**src/rtl/sampler_source.sv**
```systemverilog
// sampler_source
//   Candidate-stimulus source for the constraint-sampling flow. A seeded
//   32-bit Fibonacci LFSR fills a VEC_W-bit candidate 32 bits per cycle. The
//   candidate is handed to an external combinational constraint checker. When
//   the checker reports it satisfied, the candidate is buffered in an output
//   FIFO with a valid/ready handshake. A run ends after num_samples accepted
//   candidates or after max_tries evaluated candidates, whichever is first.
//
//   Optional feature macro: SAMPLER_DEDUP_EN. When it is defined, a satisfying
//   candidate equal to the previously pushed one is rejected as a plain try.
//
// Parameters
//   VEC_W      candidate width (var_0 at the LSBs)
//   FIFO_DEPTH output FIFO entries (power of two, >= 2)
//   TRY_W      width of the try budget and the try counter
//
// Ports
//   clk, rst      clock, asynchronous active-high reset
//   start         one-cycle run request, honoured in IDLE or DONE only
//   seed          LFSR seed (0 is loaded as 1)
//   num_samples   accepted samples required for the run
//   max_tries     candidate budget for the run
//   cand          candidate driven to the checker
//   sat           checker result for cand
//   out_valid     FIFO non-empty
//   out_ready     consumer accepts the head entry
//   out_data      registered FIFO head
//   busy          high while filling or checking
//   done          high once the run has finished, until the next start
//   timeout       the run ended by exhausting max_tries
//   tries_cnt     candidates evaluated in the current run (saturating)
//   accept_cnt    candidates pushed in the current run (saturating)
module sampler_source #(
  parameter int VEC_W      = 307,
  parameter int FIFO_DEPTH = 8,
  parameter int TRY_W      = 16
) (
  input  logic             clk,
  input  logic             rst,
  input  logic             start,
  input  logic [31:0]      seed,
  input  logic [15:0]      num_samples,
  input  logic [TRY_W-1:0] max_tries,
  output logic [VEC_W-1:0] cand,
  input  logic             sat,
  output logic             out_valid,
  input  logic             out_ready,
  output logic [VEC_W-1:0] out_data,
  output logic             busy,
  output logic             done,
  output logic             timeout,
  output logic [TRY_W-1:0] tries_cnt,
  output logic [15:0]      accept_cnt
);

  localparam int K      = (VEC_W + 31) / 32;
  localparam int FILL_W = (K > 1) ? $clog2(K) : 1;
  localparam int PTR_W  = $clog2(FIFO_DEPTH);
  localparam int CNT_W  = PTR_W + 1;

  typedef enum logic [1:0] {IDLE, FILL, CHECK, DONE} state_t;

  state_t state, state_nx;

  logic [31:0]       lfsr;
  logic [31:0]       lfsr_next;
  logic [VEC_W-1:0]  cand_shift;
  logic [FILL_W-1:0] fill_cnt;
  logic              fill_last;
  logic [15:0]       num_samples_r;
  logic [TRY_W-1:0]  max_tries_r;

  logic              start_ok;
  logic              zero_req;
  logic              sat_eff;
  logic              push;
  logic              reject;
  logic              pop;
  logic              last_sample;
  logic              last_try;
  logic [16:0]       accept_p1;
  logic [TRY_W:0]    tries_p1;

  logic [VEC_W-1:0]  mem [FIFO_DEPTH];
  logic [PTR_W-1:0]  wr_ptr, rd_ptr, rd_ptr_nx;
  logic [CNT_W-1:0]  fifo_cnt, fifo_cnt_nx;
  logic              fifo_full;
  logic [VEC_W-1:0]  head_nx;

  function automatic logic [TRY_W-1:0] inc_try(input logic [TRY_W-1:0] v);
    return (&v) ? v : v + TRY_W'(1);
  endfunction

  function automatic logic [15:0] inc_acc(input logic [15:0] v);
    return (&v) ? v : v + 16'd1;
  endfunction

  // LFSR feedback taps 31, 21, 1, 0; the new bit enters at the LSB.
  assign lfsr_next = {lfsr[30:0], lfsr[31] ^ lfsr[21] ^ lfsr[1] ^ lfsr[0]};

  // Newest word lands in the low 32 bits; older words move up and fall off.
  generate
    if (VEC_W > 32) begin : g_wide
      assign cand_shift = {cand[VEC_W-33:0], lfsr_next};
    end else begin : g_narrow
      assign cand_shift = lfsr_next[VEC_W-1:0];
    end
  endgenerate

  assign fill_last = (fill_cnt == FILL_W'(K - 1));
  assign start_ok  = start && ((state == IDLE) || (state == DONE));
  assign zero_req  = (num_samples == 16'd0) || (max_tries == '0);

`ifdef SAMPLER_DEDUP_EN
  logic [VEC_W-1:0] last_acc;

  always_ff @(posedge clk or posedge rst) begin
    if (rst) begin
      last_acc <= '0;
    end else if (start_ok) begin
      last_acc <= '0;
    end else if (push) begin
      last_acc <= cand;
    end
  end

  // A repeat of the last pushed candidate behaves exactly like a miss.
  assign sat_eff = sat && (cand != last_acc);
`else
  assign sat_eff = sat;
`endif

  assign fifo_full = (fifo_cnt == CNT_W'(FIFO_DEPTH));
  assign push      = (state == CHECK) && sat_eff && !fifo_full;
  assign reject    = (state == CHECK) && !sat_eff;
  assign pop       = out_valid && out_ready;

  // Compare one bit wider so a budget of all-ones cannot wrap to zero.
  assign accept_p1   = {1'b0, accept_cnt} + 17'd1;
  assign tries_p1    = {1'b0, tries_cnt} + (TRY_W + 1)'(1);
  assign last_sample = (accept_p1 == {1'b0, num_samples_r});
  assign last_try    = (tries_p1 == {1'b0, max_tries_r});

  // ---- state register ----
  always_ff @(posedge clk or posedge rst) begin
    if (rst) begin
      state <= IDLE;
    end else begin
      state <= state_nx;
    end
  end

  // ---- next-state logic ----
  always_comb begin
    state_nx = state;
    case (state)
      IDLE, DONE: begin
        if (start_ok) begin
          state_nx = zero_req ? DONE : FILL;
        end
      end
      FILL: begin
        if (fill_last) begin
          state_nx = CHECK;
        end
      end
      CHECK: begin
        // Sample count wins over the budget on the same try.
        if (push) begin
          state_nx = (last_sample || last_try) ? DONE : FILL;
        end else if (reject) begin
          state_nx = last_try ? DONE : FILL;
        end
      end
      default: state_nx = IDLE;
    endcase
  end

  // ---- output logic ----
  always_comb begin
    busy = (state == FILL) || (state == CHECK);
    done = (state == DONE);
  end

  // ---- run control, LFSR, candidate, counters ----
  always_ff @(posedge clk or posedge rst) begin
    if (rst) begin
      lfsr          <= 32'd1;
      cand          <= '0;
      fill_cnt      <= '0;
      num_samples_r <= '0;
      max_tries_r   <= '0;
      tries_cnt     <= '0;
      accept_cnt    <= '0;
      timeout       <= 1'b0;
    end else if (start_ok) begin
      lfsr          <= (seed == 32'd0) ? 32'd1 : seed;
      num_samples_r <= num_samples;
      max_tries_r   <= max_tries;
      tries_cnt     <= '0;
      accept_cnt    <= '0;
      timeout       <= 1'b0;
      fill_cnt      <= '0;
    end else begin
      case (state)
        FILL: begin
          lfsr     <= lfsr_next;
          cand     <= cand_shift;
          fill_cnt <= fill_last ? '0 : fill_cnt + FILL_W'(1);
        end
        CHECK: begin
          if (push) begin
            tries_cnt  <= inc_try(tries_cnt);
            accept_cnt <= inc_acc(accept_cnt);
            if (!last_sample && last_try) begin
              timeout <= 1'b1;
            end
          end else if (reject) begin
            tries_cnt <= inc_try(tries_cnt);
            if (last_try) begin
              timeout <= 1'b1;
            end
          end
        end
        default: ;
      endcase
    end
  end

  // ---- output FIFO ----
  // The head register is reloaded every cycle from the post-update pointer;
  // when the slot being written becomes the head, cand is bypassed in.
  assign rd_ptr_nx   = pop ? rd_ptr + PTR_W'(1) : rd_ptr;
  assign fifo_cnt_nx = fifo_cnt + CNT_W'(push) - CNT_W'(pop);

  always_comb begin
    head_nx = '0;
    if (fifo_cnt_nx != '0) begin
      head_nx = (push && (wr_ptr == rd_ptr_nx)) ? cand : mem[rd_ptr_nx];
    end
  end

  always_ff @(posedge clk) begin
    if (push) begin
      mem[wr_ptr] <= cand;
    end
  end

  always_ff @(posedge clk or posedge rst) begin
    if (rst) begin
      wr_ptr   <= '0;
      rd_ptr   <= '0;
      fifo_cnt <= '0;
      out_data <= '0;
    end else begin
      if (push) begin
        wr_ptr <= wr_ptr + PTR_W'(1);
      end
      rd_ptr   <= rd_ptr_nx;
      fifo_cnt <= fifo_cnt_nx;
      out_data <= head_nx;
    end
  end

  assign out_valid = (fifo_cnt != '0);

endmodule

```
**config.mk**
```make
export PLATFORM = sky130hd
export DESIGN_NAME = sampler_source
export DESIGN_NICKNAME = d
export VERILOG_FILES = /design/src/rtl/sampler_source.sv
export SDC_FILE = /design/constraint.sdc
export NUM_CORES = 2
export LEC_CHECK = 0
export CAP_MARGIN = 40
export CORE_MARGIN = 4
export CORE_UTILIZATION = 47
export CTS_BUF_LIST = sky130_fd_sc_hd__clkbuf_4 sky130_fd_sc_hd__clkbuf_8
export DETAILED_ROUTE_END_ITERATION = 8
export GPL_ROUTABILITY_DRIVEN = 0
export GPL_TIMING_DRIVEN = 0
export PLACE_DENSITY = 0.65
export SLEW_MARGIN = 20
export SYNTH_ARGS = -nofsm -noshare
export SYNTH_HDL_FRONTEND = slang
export SYNTH_SLANG_ARGS = --single-unit
```
**constraint.sdc**
```tcl
create_clock -name clk -period 101.1 [get_ports clk]
set_input_delay 20.22 -clock clk [delete_from_list [all_inputs] [get_ports clk]]
set_output_delay 20.22 -clock clk [all_outputs]
set_load 0.05 [all_outputs]
```
==> Implementation_results.wiki <==
{| class="wikitable"
! Metric !! Value
|-
| LEAKAGE || roughly 54 nW
|-
| Y dimension of the die || slightly above 500 µm
|-
| Syn. warnings || 0
|-
| Final sum of negative setup slack || 0 ns
|-
| Clock-pin slew on the worst setup and hold paths || around 0.06 ns
|-
| Aggregate global-route resource usage || 0.2529
|-
| Final critical path time including I/O delays and setup || approximately 24 ns
|-
| RSZ-0062 raised after global routing || false
|-
| Post-layout worst setup margin || around 77 ns
|-
| Avg Inst Size Synth || 18.73 µm²
|-
| Total die area || approximately 270000 µm²
|-
| Max Clock Skew || roughly 0.085 ns
|-
| Portion of the clock cycle consumed by the worst path in the final layout || 0.2368
|-
| First-pass GRT wire length || 499700 µm
|-
| Number of hold violations in the final report || 0
|-
| Biggest area contributors in the synthesized netlist || sky130_fd_sc_hd__edfxtp_1 60%, sky130_fd_sc_hd__dfrtp_1 15%, sky130_fd_sc_hd__mux4_2 11%, sky130_fd_sc_hd__mux2_2 2.8%, sky130_fd_sc_hd__nand2_1 2.4%
|-
| Number of storage elements in the synthesis netlist || roughly 3200
|-
| Critical path data arrival time || between 20 and 25 ns
|-
| Distinct cell type count of the synthesized netlist || 70
|-
| Overall via count from detail_route || 69570
|-
| Leading area contributor after synthesis || sky130_fd_sc_hd__edfxtp_1
|-
| Estimated wirelength of the detail-placed design || between 200000 and 250000 µm
|-
| Synthesized instance count || 6558
|-
| FP Rows || about 190
|-
| Count of maximum capacitance violations || 0
|-
| CTS Root Buffer Type || sky130_fd_sc_hd__clkbuf_8
|-
| Total power || approximately 5.5 mW
|-
| Initial antenna violation count || 12
|-
| Vias per std cell || ~5.7
|-
| Maximum root-to-sink buffer count || 4
|-
| Part of the power in registers || 0.378
|-
| Remaining global-route overflow || 0
|-
| Final net count || ~8300
|-
| Length of the first detailed-routing pass in iterations || 6
|-
| Total nets after synthesis || 6644
|-
| Sink Count || 3183
|-
| Share of flip-flops with an asynchronous set or reset || 0.2284
|-
| Critical Path RT || 101.80 ns
|-
| Part of the power in combinational logic || 0.407
|-
| Number of buffers inserted to repair setup after CTS || 0
|-
| Worst Setup Path Type || in2reg
|-
| Highest clock frequency the design can meet || roughly 42 MHz
|-
| Worst-case vdd ir drop || about 0.030 mV
|-
| Proportion of netlist area held by the largest area contributor || 0.6006
|-
| Clock H-tree levels || 6
|-
| Pwr per Cell Area || 37.00 nW/µm²
|-
| Core Region || around 260000 µm²
|-
| Final Routed Wirelength || 345100 µm
|-
| Number of synthesized flops with an enable pin || 2456
|-
| Number of remaining DRC errors || 0
|-
| Clk_lat worst skew || 1.07 ns
|-
| Number of port buffers || approximately 720
|-
| Type of the worst min-delay path || reg2reg
|-
| Initial detailed-routing violation count || 7241
|-
| Post-DR wirelength/cell || about 29 µm
|-
| Initial core utilization || 0.4729
|-
| Post-cts resize count || 0
|-
| Maximum number of pins on one net before global-route repair || between 100 and 150
|-
| Share of power burned in the clock network || 0.215
|-
| Die boundary width || a little over 500 µm
|-
| CTS tree || yes
|-
| IO Pins || around 700
|-
| Status || finished clean
|-
| Worst slack at placement || 76.18 ns
|-
| Via count of the first global-routing pass || 71290
|-
| Detail Route Antenna Nets || 0
|-
| Internal power contribution || ~3.3 mW
|-
| # hold bufs at CTS || 0
|-
| Signed area change from the synthesized netlist to the final layout || 21.52%
|-
| Actual transition at the worst max-transition pin || between 0.9 and 1 ns
|-
| Top_reg_cell synth || sky130_fd_sc_hd__edfxtp_1
|-
| Switch share || 0.4027
|-
| Seq/Total Area, Yosys || 0.7487
|-
| Net switching power || between 2 and 2.5 mW
|-
| Final number of setup-violating endpoints || 0
|-
| Mapped cell area || between 100000 and 150000 µm²
|-
| Relative slew slack || 0.3851
|-
| Final max-slew violation count || 0
|-
| Kind of start point of the critical path || primary input
|-
| CTS Buf Count || ~540
|-
| Kind of end point of the critical path || flop
|-
| Layout cells sized above 1 || 0.3186
|-
| CP max FO || 7
|}
metal layers:
| layer | global-route usage | vias up | part of all wire |
|---|---|---|---|
| met5 | 0 | - | 0.000038 |
| met2 | 0.3937 | 3490 | 0.47 |
| met3 | 0.05486 | 576 | 0.091 |
| met1 | 0.3565 | 36580 | 0.40 |
| met4 | 0.08764 | 2 | 0.035 |
| li1 | - | 28920 | - |
cells by family (layout without fill, tap and decap cells):
group / after synthesis / after routing / synth area share
AND/OR/NAND/NOR: 1238 / 1238 / 0.04045
AO/OA/AOI/OAI: 411 / 411 / 0.02700
XOR/XNOR: 73 / 73 / 0.005420
other: 0 / 2 / 0
flip-flops: 3183 / 3183 / 0.7487
multiplexers: 958 / 958 / 0.1438
adder cells (fa/ha/maj): 17 / 17 / 0.001793
buffers and inverters: 678 / 2820 / 0.03282
final timing paths:
kind                       slack [ns]             from              end  depth (start not counted)
max reg2reg                     96.16         state[0]      mem[1][107]                         18
min reg2reg                      0.50  max_tries_r[10]  max_tries_r[10]                          2
max                             77.16              sat      mem[1][107]                         17
min                              0.50  max_tries_r[10]  max_tries_r[10]                          2
max in group asynchronous       79.51              rst     out_data[81]                          6
min in group asynchronous       19.63              rst    out_data[300]                          2
placed cells by master (no fill, tap or decap), types with 13 or more instances in the layout:
cell / netlist / routed
sky130_fd_sc_hd__edfxtp_1: 2456 / 2456
sky130_fd_sc_hd__nand2_1: 769 / 769
sky130_fd_sc_hd__dfrtp_1: 726 / 726
sky130_fd_sc_hd__clkdlybuf4s50_1: 0 / 718
sky130_fd_sc_hd__mux4_2: 614 / 614
sky130_fd_sc_hd__clkbuf_8: 0 / 593
sky130_fd_sc_hd__buf_4: 340 / 550
sky130_fd_sc_hd__nor2_1: 353 / 352
sky130_fd_sc_hd__mux2_2: 308 / 308
sky130_fd_sc_hd__a311oi_1: 307 / 307
sky130_fd_sc_hd__buf_2: 101 / 254
sky130_fd_sc_hd__clkbuf_4: 0 / 217
sky130_fd_sc_hd__clkbuf_1: 173 / 158
sky130_fd_sc_hd__clkinv_1: 0 / 67
sky130_fd_sc_hd__buf_6: 11 / 53
sky130_fd_sc_hd__o21ai_0: 50 / 50
sky130_fd_sc_hd__clkinv_2: 0 / 43
sky130_fd_sc_hd__xnor2_1: 40 / 40
sky130_fd_sc_hd__mux2i_1: 35 / 35
sky130_fd_sc_hd__xor2_1: 31 / 31
sky130_fd_sc_hd__buf_1: 29 / 29
sky130_fd_sc_hd__a21oi_1: 23 / 23
sky130_fd_sc_hd__nor4_1: 23 / 22
sky130_fd_sc_hd__buf_16: 0 / 22
sky130_fd_sc_hd__inv_1: 20 / 19
sky130_fd_sc_hd__nand3_1: 18 / 18
sky130_fd_sc_hd__clkbuf_2: 0 / 17
sky130_fd_sc_hd__ha_1: 16 / 16
sky130_fd_sc_hd__buf_12: 0 / 13
state kept, by name, indices dropped and copies added, names as in the netlist:
signal         cells
tries_cnt         16
fifo_cnt           4
max_tries_r       16
state              2
cand             307
lfsr              32
wr_ptr             3
fill_cnt           4
rd_ptr             3
out_data         307
accept_cnt        16
timeout            1
num_samples_r     16
mem             2456
power groups by stage:
stage / clock network [mW] / logic [mW] / registers (mW)
after global routing: 1.27 / 2.36 / 2.12
after global placement: 0 / 2.21 / 2.16
after floorplan: 0 / 1.27 / 2.18
final: 1.19 / 2.25 / 2.09
after CTS: 1.21 / 2.26 / 2.10
after detailed placement: 0 / 2.25 / 2.12
cell usage after synthesis (4+ instances only):
cell and number:
sky130_fd_sc_hd__nor4_1 23, sky130_fd_sc_hd__ha_1 16, sky130_fd_sc_hd__mux2i_1 35, sky130_fd_sc_hd__nand2_1 769, sky130_fd_sc_hd__inv_1 20, sky130_fd_sc_hd__xor2_1 31
sky130_fd_sc_hd__mux2_2 308, sky130_fd_sc_hd__inv_2 4, sky130_fd_sc_hd__nor2_1 353, sky130_fd_sc_hd__buf_2 101, sky130_fd_sc_hd__mux4_2 614, sky130_fd_sc_hd__a21oi_1 23
sky130_fd_sc_hd__nor2b_1 5, sky130_fd_sc_hd__buf_4 340, sky130_fd_sc_hd__nand3_1 18, sky130_fd_sc_hd__nand4_1 12, sky130_fd_sc_hd__nor3b_1 5, sky130_fd_sc_hd__xnor2_1 40
sky130_fd_sc_hd__a311oi_1 307, sky130_fd_sc_hd__nor3_1 13, sky130_fd_sc_hd__edfxtp_1 2456, sky130_fd_sc_hd__buf_1 29, sky130_fd_sc_hd__dfrtp_1 726, sky130_fd_sc_hd__clkbuf_1 173
sky130_fd_sc_hd__or3_1 11, sky130_fd_sc_hd__buf_6 11, sky130_fd_sc_hd__o21ai_0 50, sky130_fd_sc_hd__nor4b_1 4, sky130_fd_sc_hd__o21ai_1 4
cell type report:
type                       count  area, µm²
antenna                        2      5.005
multi-input combinational   2697      26890
tap                         3402       4257
clock buffer                 810       9791
sequential                  3183      91940
timing repair buffer        1163      10920
buffer                       654       3959
fill                       19560     110500
clock inverter               169       1374
inverter                      24      97.59
metrics by stage:
step	hold WS [ns]	cells	area (µm²)	utilization
4_1_cts	0.5052	12100	149200	0.5745
5_1_grt	0.5228	12100	149200	0.5746
3_3_place_gp	0.4782	10680	134200	0.5169
3_5_place_dp	0.4865	11120	138000	0.5315
2_1_floorplan	0.4606	6558	122800	-
6_report	0.5041	12100	149200	0.5746
worst max-delay path, cell delays in order:
cell                              delay (ns)
sky130_fd_sc_hd__clkdlybuf4s50_1        0.50
sky130_fd_sc_hd__nand2_1                0.07
sky130_fd_sc_hd__a21o_1                 0.28
sky130_fd_sc_hd__nor4b_2                0.68
sky130_fd_sc_hd__buf_2                  0.35
sky130_fd_sc_hd__buf_6                  0.17
sky130_fd_sc_hd__buf_2                  0.22
sky130_fd_sc_hd__buf_2                  0.26
sky130_fd_sc_hd__buf_4                  0.19
sky130_fd_sc_hd__buf_2                  0.16
sky130_fd_sc_hd__buf_2                  0.22
sky130_fd_sc_hd__buf_2                  0.24
sky130_fd_sc_hd__buf_2                  0.24
sky130_fd_sc_hd__buf_4                  0.20
sky130_fd_sc_hd__buf_2                  0.23
sky130_fd_sc_hd__buf_4                  0.19
sky130_fd_sc_hd__buf_2                  0.20
(Power assumes the default switching activity.)
